--- src/rtl/bcd_counter_4digit_pkg.sv ---
// Shared constants and helpers for the four-decade packed-BCD counter
// and the display scan stage that consumes its value.
package bcd_counter_4digit_pkg;

    localparam int unsigned DIGIT_W    = 4;
    localparam int unsigned NUM_DIGITS = 4;
    localparam int unsigned BCD_W      = DIGIT_W * NUM_DIGITS;
    localparam logic [DIGIT_W-1:0] BCD_MAX = 4'd9;

    // Packed-BCD digit slice offsets, digit0 in the least significant nibble
    localparam int unsigned DIGIT0_LSB = 0;
    localparam int unsigned DIGIT1_LSB = DIGIT0_LSB + DIGIT_W;
    localparam int unsigned DIGIT2_LSB = DIGIT1_LSB + DIGIT_W;
    localparam int unsigned DIGIT3_LSB = DIGIT2_LSB + DIGIT_W;

    typedef logic [BCD_W-1:0] bcd_word_t;

    function automatic int unsigned digit_lsb(input int unsigned idx);
        return idx * DIGIT_W;
    endfunction

    // True when every nibble of the word is a legal decimal digit
    function automatic logic bcd_valid(input bcd_word_t word);
        logic ok;
        ok = 1'b1;
        for (int unsigned i = 0; i < NUM_DIGITS; i++) begin
            if (word[digit_lsb(i) +: DIGIT_W] > BCD_MAX) begin
                ok = 1'b0;
            end
        end
        return ok;
    endfunction

endpackage

--- src/rtl/bcd_counter_4digit_if.sv ---
// Control and result bundle between the counter and its controller.
interface bcd_counter_4digit_if;
    import bcd_counter_4digit_pkg::*;

    logic      EN;
    logic      UP;
    logic      CLR;
    logic      LOAD;
    bcd_word_t LOAD_VAL;
    bcd_word_t COUNT;
    logic      TICK;
    logic      CARRY;
    logic      ERR;

    modport master (
        output EN, UP, CLR, LOAD, LOAD_VAL,
        input  COUNT, TICK, CARRY, ERR
    );

    modport slave (
        input  EN, UP, CLR, LOAD, LOAD_VAL,
        output COUNT, TICK, CARRY, ERR
    );

endinterface

--- src/rtl/bcd_counter_4digit_bcd_digit_cell.sv ---
// One combinational BCD decade: adds or subtracts the incoming carry/borrow
// and reports the carry/borrow out to the next decade.
module bcd_digit_cell
    import bcd_counter_4digit_pkg::*;
(
    input  logic [DIGIT_W-1:0] digit,
    input  logic               ci,
    input  logic               up,
    output logic [DIGIT_W-1:0] next_digit,
    output logic               co
);

    always_comb begin
        next_digit = digit;
        co         = 1'b0;
        if (ci) begin
            if (up) begin
                if (digit >= BCD_MAX) begin
                    next_digit = '0;
                    co         = 1'b1;
                end else begin
                    next_digit = digit + DIGIT_W'(1);
                end
            end else begin
                if (digit == '0) begin
                    next_digit = BCD_MAX;
                    co         = 1'b1;
                end else begin
                    next_digit = digit - DIGIT_W'(1);
                end
            end
        end
    end

endmodule

--- src/rtl/bcd_counter_4digit.sv ---
// Four-decade BCD up/down counter with tick prescaler, synchronous
// clear/load with invalid-load rejection, and wrap pulse.
module bcd_counter_4digit
    import bcd_counter_4digit_pkg::*;
#(
    parameter int unsigned TICK_DIV = 50_000_000,
    parameter int unsigned PRE_W    = 26
) (
    input logic                 CLK,
    input logic                 RST,
    bcd_counter_4digit_if.slave bus
);

    localparam logic [PRE_W-1:0] PRE_LAST = PRE_W'(TICK_DIV - 1);

    logic [PRE_W-1:0]  pre_q;
    bcd_word_t         count_q;
    logic              tick_q;
    logic              carry_q;
    logic              err_q;

    bcd_word_t         stepped_c;
    logic [NUM_DIGITS:0] ripple_c;
    logic              pre_last_c;
    logic              load_ok_c;

    // Ripple chain: digit0 always receives the step, higher decades follow
    assign ripple_c[0] = 1'b1;

    for (genvar i = 0; i < NUM_DIGITS; i++) begin : g_digit
        bcd_digit_cell u_cell (
            .digit      (count_q[digit_lsb(i) +: DIGIT_W]),
            .ci         (ripple_c[i]),
            .up         (bus.UP),
            .next_digit (stepped_c[digit_lsb(i) +: DIGIT_W]),
            .co         (ripple_c[i+1])
        );
    end

    assign pre_last_c = (pre_q == PRE_LAST);
    assign load_ok_c  = bcd_valid(bus.LOAD_VAL);

    // Control priority: clear, then load, then enabled prescale/step
    always_ff @(posedge CLK or posedge RST) begin
        if (RST) begin
            pre_q   <= '0;
            count_q <= '0;
            tick_q  <= 1'b0;
            carry_q <= 1'b0;
            err_q   <= 1'b0;
        end else begin
            tick_q  <= 1'b0;
            carry_q <= 1'b0;
            err_q   <= 1'b0;
            if (bus.CLR) begin
                pre_q   <= '0;
                count_q <= '0;
            end else if (bus.LOAD) begin
                if (load_ok_c) begin
                    pre_q   <= '0;
                    count_q <= bus.LOAD_VAL;
                end else begin
                    err_q   <= 1'b1;
                end
            end else if (bus.EN) begin
                if (pre_last_c) begin
                    pre_q   <= '0;
                    count_q <= stepped_c;
                    tick_q  <= 1'b1;
                    carry_q <= ripple_c[NUM_DIGITS];
                end else begin
                    pre_q   <= pre_q + PRE_W'(1);
                end
            end
        end
    end

    assign bus.COUNT = count_q;
    assign bus.TICK  = tick_q;
    assign bus.CARRY = carry_q;
    assign bus.ERR   = err_q;

endmodule

--- src/flat_wrapper.sv ---
// flat-port wrapper written by rule: the top's interface ports become plain ports
module bcd_counter_4digit_flat import bcd_counter_4digit_pkg::*;
#(
    parameter int unsigned TICK_DIV = 50_000_000,
    parameter int unsigned PRE_W    = 26
)
  (CLK, RST, bus_EN, bus_UP, bus_CLR, bus_LOAD, bus_LOAD_VAL, bus_COUNT, bus_TICK, bus_CARRY, bus_ERR);
  bcd_counter_4digit_if bus_i ();
  input logic CLK;
  input logic RST;
  input wire logic [$bits(bus_i.EN)-1:0] bus_EN;
  input wire logic [$bits(bus_i.UP)-1:0] bus_UP;
  input wire logic [$bits(bus_i.CLR)-1:0] bus_CLR;
  input wire logic [$bits(bus_i.LOAD)-1:0] bus_LOAD;
  input wire logic [$bits(bus_i.LOAD_VAL)-1:0] bus_LOAD_VAL;
  output wire logic [$bits(bus_i.COUNT)-1:0] bus_COUNT;
  output wire logic [$bits(bus_i.TICK)-1:0] bus_TICK;
  output wire logic [$bits(bus_i.CARRY)-1:0] bus_CARRY;
  output wire logic [$bits(bus_i.ERR)-1:0] bus_ERR;
  assign bus_i.EN = bus_EN;
  assign bus_i.UP = bus_UP;
  assign bus_i.CLR = bus_CLR;
  assign bus_i.LOAD = bus_LOAD;
  assign bus_i.LOAD_VAL = bus_LOAD_VAL;
  assign bus_COUNT = bus_i.COUNT;
  assign bus_TICK = bus_i.TICK;
  assign bus_CARRY = bus_i.CARRY;
  assign bus_ERR = bus_i.ERR;
  bcd_counter_4digit #(.TICK_DIV(TICK_DIV), .PRE_W(PRE_W)) u_core (.CLK(CLK), .RST(RST), .bus(bus_i));
endmodule
--- config.mk ---
export PLATFORM = sky130hd
export DESIGN_NAME = bcd_counter_4digit_flat
export DESIGN_NICKNAME = d
export VERILOG_FILES = /design/src/rtl/bcd_counter_4digit_pkg.sv /design/src/rtl/bcd_counter_4digit_if.sv /design/src/rtl/bcd_counter_4digit_bcd_digit_cell.sv /design/src/rtl/bcd_counter_4digit.sv /design/src/flat_wrapper.sv
export SDC_FILE = /design/constraint.sdc
export NUM_CORES = 1
export LEC_CHECK = 0
export CAP_MARGIN = 15
export CORE_ASPECT_RATIO = 0.8
export CORE_UTILIZATION = 45
export DETAILED_ROUTE_END_ITERATION = 6
export PLACE_DENSITY = 0.79
export SETUP_SLACK_MARGIN = 0.3
export SLEW_MARGIN = 20
export SYNTH_ARGS = -nofsm -noshare
export SYNTH_HDL_FRONTEND = slang
export SYNTH_SLANG_ARGS = --single-unit
--- constraint.sdc ---
create_clock -name CLK -period 2.2 [get_ports CLK]
set_input_delay 0.44 -clock CLK [delete_from_list [all_inputs] [get_ports CLK]]
set_output_delay 0.44 -clock CLK [all_outputs]
set_load 0.01 [all_outputs]
Yosys cells after proc, flatten, opt, wreduce, memory -nomap -nowiden
Index checks and enable logic that the tools add are counted.
{"block": "totals", "reg_bits": 45, "in_bits": 22, "elab_cells": 96}
{"block": "classes", "addsub": 9, "n_lt_le_gt_ge": 8, "eq_ne": 2, "mux": 55, "n_reduce_logical": 14}
{"op": "two-way mux 26 bit", "n": 5}
{"op": "two-way mux 16 bit", "n": 5}
{"op": "two-way mux 4 bit", "n": 15}
{"op": "two-way mux 1 bit", "n": 30}
{"op": "adder 26 x 1 -> 26 bit (second input constant)", "n": 1}
{"op": "equality test 26 bit (second input constant)", "n": 1}
{"op": "adder 4 x 1 -> 4 bit (second input constant)", "n": 4}
{"op": "greater-or-equal comparator 4 bit (second input constant)", "n": 4}
{"op": "greater-than comparator 4 bit (second input constant)", "n": 4}
{"op": "zero test 4 bit", "n": 4}
{"op": "subtractor 4 x 1 -> 4 bit (second input constant)", "n": 4}
{"op": "nonzero test 3 bit", "n": 5}
{"op": "AND reduction 4 bit", "n": 3}
{"op": "inequality test 3 x 2 -> 1 bit (second input constant)", "n": 1}
{"op": "AND reduction 3 bit", "n": 1}
{"op": "AND reduction 2 bit", "n": 1}

Logic depth before layout (Yosys ltp)
{"block": "depth", "ltp_word": 10, "mapped_depth": 8}

Cells and area by module
A second synthesis with hierarchy kept.
{"block": "unflattened", "cells_unflattened": 417, "hier_area_um2": 3706.1}
{"module": "bcd_counter_4digit", "instances": 1, "cells_each": 265, "area_per_inst_um2": 2544.9, "seq_area_each_um2": 1126.1}
{"module": "bcd_digit_cell", "instances": 4, "cells_each": 38, "area_per_inst_um2": 290.3, "seq_area_each_um2": 0.0}

Least setup slack after synthesis
No wires, ideal clock.
{"block": "synth_timing", "path_kind": "flip-flop to flip-flop", "start": "register u_core.count_q[0] (netlist: u_core.bus.COUNT[0])", "end": "register u_core.count_q[15] (netlist: u_core.bus.COUNT[15])", "setup_ns": 0.125, "t_arrival_ns": 2.099, "t_required_ns": 2.075, "path_slack_ns": -0.024, "path_stages_with_launch": 8, "n_path_buf": 0, "period_less_slack_ns": 2.224, "path_cell_list": "dfrtp_1 inv_1 ha_1 or3b_1 a22o_1 or3b_1 o21ai_4 mux2_4"}
{"block": "synth_between", "elab_chain_len": 7}
{"element": "from (decl)", "line_no": "bcd_counter_4digit.sv:17", "rtl": "bcd_word_t count_q;"}
{"element": "from (signal assigned)", "line_no": "bcd_counter_4digit.sv:61", "rtl": "count_q <= bus.LOAD_VAL;"}
{"element": "from (signal assigned)", "line_no": "bcd_counter_4digit.sv:68", "rtl": "count_q <= stepped_c;"}
{"element": "greater-or-equal comparator 4 bit or zero test 4 bit (tied branches)", "line_no": "bcd_counter_4digit_bcd_digit_cell.sv:18, bcd_counter_4digit_bcd_digit_cell.sv:25"}
{"element": "two-way mux 1 bit (on tied branches)", "line_no": "bcd_counter_4digit_bcd_digit_cell.sv:18, bcd_counter_4digit_bcd_digit_cell.sv:25"}
{"element": "two-way mux 1 bit *", "line_no": "bcd_counter_4digit_bcd_digit_cell.sv:17", "rtl": "if (up) begin"}
{"element": "two-way mux 1 bit * (2 in series)", "line_no": "bcd_counter_4digit_bcd_digit_cell.sv:16", "rtl": "if (ci) begin"}
{"element": "nonzero test 3 bit (no source line) *"}
{"element": "AND reduction 4 bit (no source line) *"}
Every way passes the cells marked *; elsewhere a longest branch is shown, timed or not.
A chain may end at the register's enable or synchronous reset.

Worst setup path in the final report
{"block": "layout_timing", "start": "register u_core.count_q[1] (netlist: u_core.bus.COUNT[1])", "end": "register u_core.count_q[6] (netlist: u_core.bus.COUNT[6])"}
{"block": "layout_between", "elab_chain_len": 5}
{"element": "greater-or-equal comparator 4 bit or zero test 4 bit (tied branches)", "line_no": "bcd_counter_4digit_bcd_digit_cell.sv:18, bcd_counter_4digit_bcd_digit_cell.sv:25"}
{"element": "two-way mux 1 bit (on tied branches)", "line_no": "bcd_counter_4digit_bcd_digit_cell.sv:18, bcd_counter_4digit_bcd_digit_cell.sv:25"}
{"element": "two-way mux 1 bit *", "line_no": "bcd_counter_4digit_bcd_digit_cell.sv:17"}
{"element": "nonzero test 3 bit (no source line) *"}
{"element": "AND reduction 4 bit (no source line) *"}
Marks and branches as above.

==> summary.txt <==
# rows -> 27
DRT Pass-1 Iters -> 5
IO buf count -> 40
Final Net Count -> 522
Pwr Density -> 551 nW/µm²
Synth Instances -> 382
Num CTS Buffers -> 5
CP max FO -> 3
Worst Hold Margin -> 0.484 ns
Hold Violations, Final -> 0
clk_skew -> 0.0114 ns
RSZ-0062 raised after global routing -> true
final wirelength -> 10.4 mm
final core occ -> 68.3%
# DRC -> 0
sequential-to-total area share from yosys stat -> 33.5%
Hold Crit Class -> in -> async
Avg WL per Cell -> 18.2 µm
via-per-instance ratio -> 6.18
Overall Global Routing Usage -> 26.3%
core footprint -> 7060 µm²
Avg Synthesized Cell Area -> 8.80 µm²
Boundary Pins -> 41
main flop type after synthesis -> dfrtp_1
GPL Wtd Cong -> 0.857
Post-Syn Nets -> 418
vias in the first global route -> 3351
Max H-tree Level -> 2
Pleak -> 2.03 nW
Initial Utilization -> 47.6%
Iter 0 DRT Violations -> 391
Max Root-Sink Buffers -> 2
root buffer selected by CTS -> clkbuf_8
final-report setup violation count -> 0
Area Growth Syn to Fin -> 43.4%
Synth async-reset ratio -> 100%
Synth Register Bits -> 45
clock slew at reported path FFs -> 0.09 ns
Worst Setup End Kind -> flip-flop
total grt overflow -> 0
ANT cells -> 0
kind of critical path -> reg -> reg
Worst setup SP type -> flip-flop
Final ANT Viol Nets -> 0
arrival time worst endpoint -> 2.30 ns
Final min period -> 2.12 ns
Clock Latency Late Sink -> 0.30 ns
Post-synth EDFFs -> 0
outcome -> finished clean
dpl cells -> 529
initial antenna violation count -> 0
clk sink count -> 45
Die X -> 98.6 µm
largest net degree at the start of global routing -> 46
Slew @ Worst Pin -> 0.810 ns
Cell variety after synth -> 62
CTS hold repair buffers -> 0
Fmax -> 472 MHz
Ys Warns -> 0
first-pass GRT wire length -> 16.3 mm
CTS tree -> built
share of layout cells above drive strength 1 -> 36.8%
Detailed Place HPWL -> 6.43 mm
max_slew headroom -> 45.8%
fin. max-slew vios -> 0
max cap viols -> 0
final instance count without filler cells -> 574
total die area -> 7820 µm²
die height -> 79.3 µm
Power, Total -> 2.66 mW
peak supply drop -> 0.000305 V
Final Cycle Share -> 96.2%
Worst EP required -> 2.38 ns
vias -> 3550
cell area after synthesis -> 3360 µm²
[critical path, stage by stage (launching register included)]
cell     delay (ns)
dfrtp_2        0.44
inv_4          0.08
ha_4           0.14
or3b_4         0.40
a22o_1         0.28
buf_4          0.15
nand4_1        0.12
a21oi_4        0.10
mux2_4         0.31
[through the flow]
step | worst slack [ns] | TNS [ns] | area, µm²
after floorplan | 0.169 | 0 | 3440
after global placement | -0.254 | -8.96 | 4210
after detailed placement | -0.386 | -13.73 | 4210
after CTS | 0.116 | 0 | 4570
after global routing | -0.0137 | -0.0137 | 4820
final | 0.0830 | 0 | 4820
[per-layer routing]
metal | part of all wire (%) | GRT usage, % | routed length [µm]
met4 | 1.1 | 9.10 | 117
met2 | 49 | 41.8 | 5090
met1 | 44 | 37.3 | 4620
met5 | 0 | 0 | 0
met3 | 5.8 | 2.99 | 607
[cell type report]
| type | instances | area (µm²) |
|---|---|---|
| fillers | 514 | 2240 |
| clock inverters | 1 | 8.76 |
| clock buffers | 7 | 76.3 |
| multi-input cells | 292 | 2330 |
| repair buffers | 123 | 1090 |
| inverters | 19 | 73.8 |
| well taps | 87 | 109 |
| flip-flops and latches | 45 | 1140 |
[synth_stat cells (all sizes together) (2+ instances only)]
cell type   n  area (µm²)
o21ai      24         131
o31ai      22         165
or3         3        18.8
nor4b       8        91.3
nor3b       3        27.5
nand4       9        56.3
nor2b       2        12.5
a31oi       6        37.5
and3        5        31.3
a21o        3        22.5
mux2        9         105
nor4        6        52.6
and4        2        17.5
o21bai      5        37.5
nand3      13        65.1
a311o       2        20.0
or4        18         135
nand2      30         113
o21ba       2        20.0
nor3        7        40.0
buf        17        88.8
nand2b      7        43.8
dfrtp      45        1130
nor2       11        43.8
clkbuf      9        33.8
nand4b      2        17.5
a21oi      39         199
inv        19        71.3
o21a        2        15.0
or3b        6        52.6
a32o        2        20.0
mux2i      12         120
ha         14         175
a22oi       4        35.0
[flip-flops by register name, indices dropped and copies added (netlist names)]
name	cells
u_core.bus.ERR	1
u_core.bus.CARRY	1
u_core.bus.COUNT	16
u_core.bus.TICK	1
u_core.pre_q	26
[cell families after synthesis]
| kind of cell | count (synthesis) | share of synthesized area [%] |
|---|---|---|
| adders and majority gates | 14 | 5.21 |
| buffers and inverters | 45 | 5.77 |
| DFF | 45 | 33.5 |
| muxes | 21 | 6.70 |
| xor gates and xnor gates | 1 | 0.261 |
| AOI/OAI and AO/OA | 121 | 23.6 |
| and+or+nand+nor | 135 | 24.9 |
[path summary, 6_finish.rpt]
| kind | start | endpoint | slack [ns] | cells past startpoint |
|---|---|---|---|---|
| min | RST | u_core.pre_q[6] | 0.48 | 3 |
| max in group asynchronous | RST | u_core.bus.COUNT[5] | 1.46 | 3 |
| max reg2reg | u_core.bus.COUNT[1] | u_core.bus.COUNT[6] | 0.08 | 8 |
| min reg2reg | u_core.pre_q[21] | u_core.pre_q[21] | 0.57 | 2 |
| min in group CLK | bus_LOAD_VAL[14] | u_core.bus.COUNT[14] | 0.49 | 3 |
| max | u_core.bus.COUNT[1] | u_core.bus.COUNT[6] | 0.08 | 8 |
[power breakdown]
part	internal [mW]	total (mW)	leakage, nW	switching (mW)
combinational	0.624	1.16	1.39	0.536
sequential	0.884	0.979	0.596	0.0944
clock	0.228	0.518	0.0424	0.291
total	1.74	2.66	2.03	0.921
[timing repair]
item                                    4_1_cts  5_1_grt
hold endpoints to repair                      0        0
setup buffers                                22       13
resized for setup                            53       50
endpoints found under the setup margin       44       47
gates cloned                                  2        0
pin swaps                                    27       22
[cell usage in the layout, fill, tap and decap left out, types with 5 or more instances in the layout]
cell type	Yosys	final
nand4_1	9	9
nand3_1	13	12
mux2_2	8	5
o31ai_1	22	21
dlymetal6s2s_1	0	5
mux2i_1	12	11
buf_6	1	10
buf_4	0	69
ha_1	14	8
dfrtp_1	45	34
o21ai_0	22	18
nand2_1	30	26
o21bai_1	5	5
a21oi_1	38	32
or4_4	0	5
clkbuf_8	0	5
nor3_1	6	6
nand2b_1	7	6
or4_1	18	13
dlygate4sd2_1	0	7
clkdlybuf4s50_1	0	21
inv_2	0	5
dfrtp_2	0	11
inv_1	19	13
a21oi_2	1	6
nor2_1	10	10
or3b_4	0	5
No activity file was read; power rests on OpenSTA's default activity.
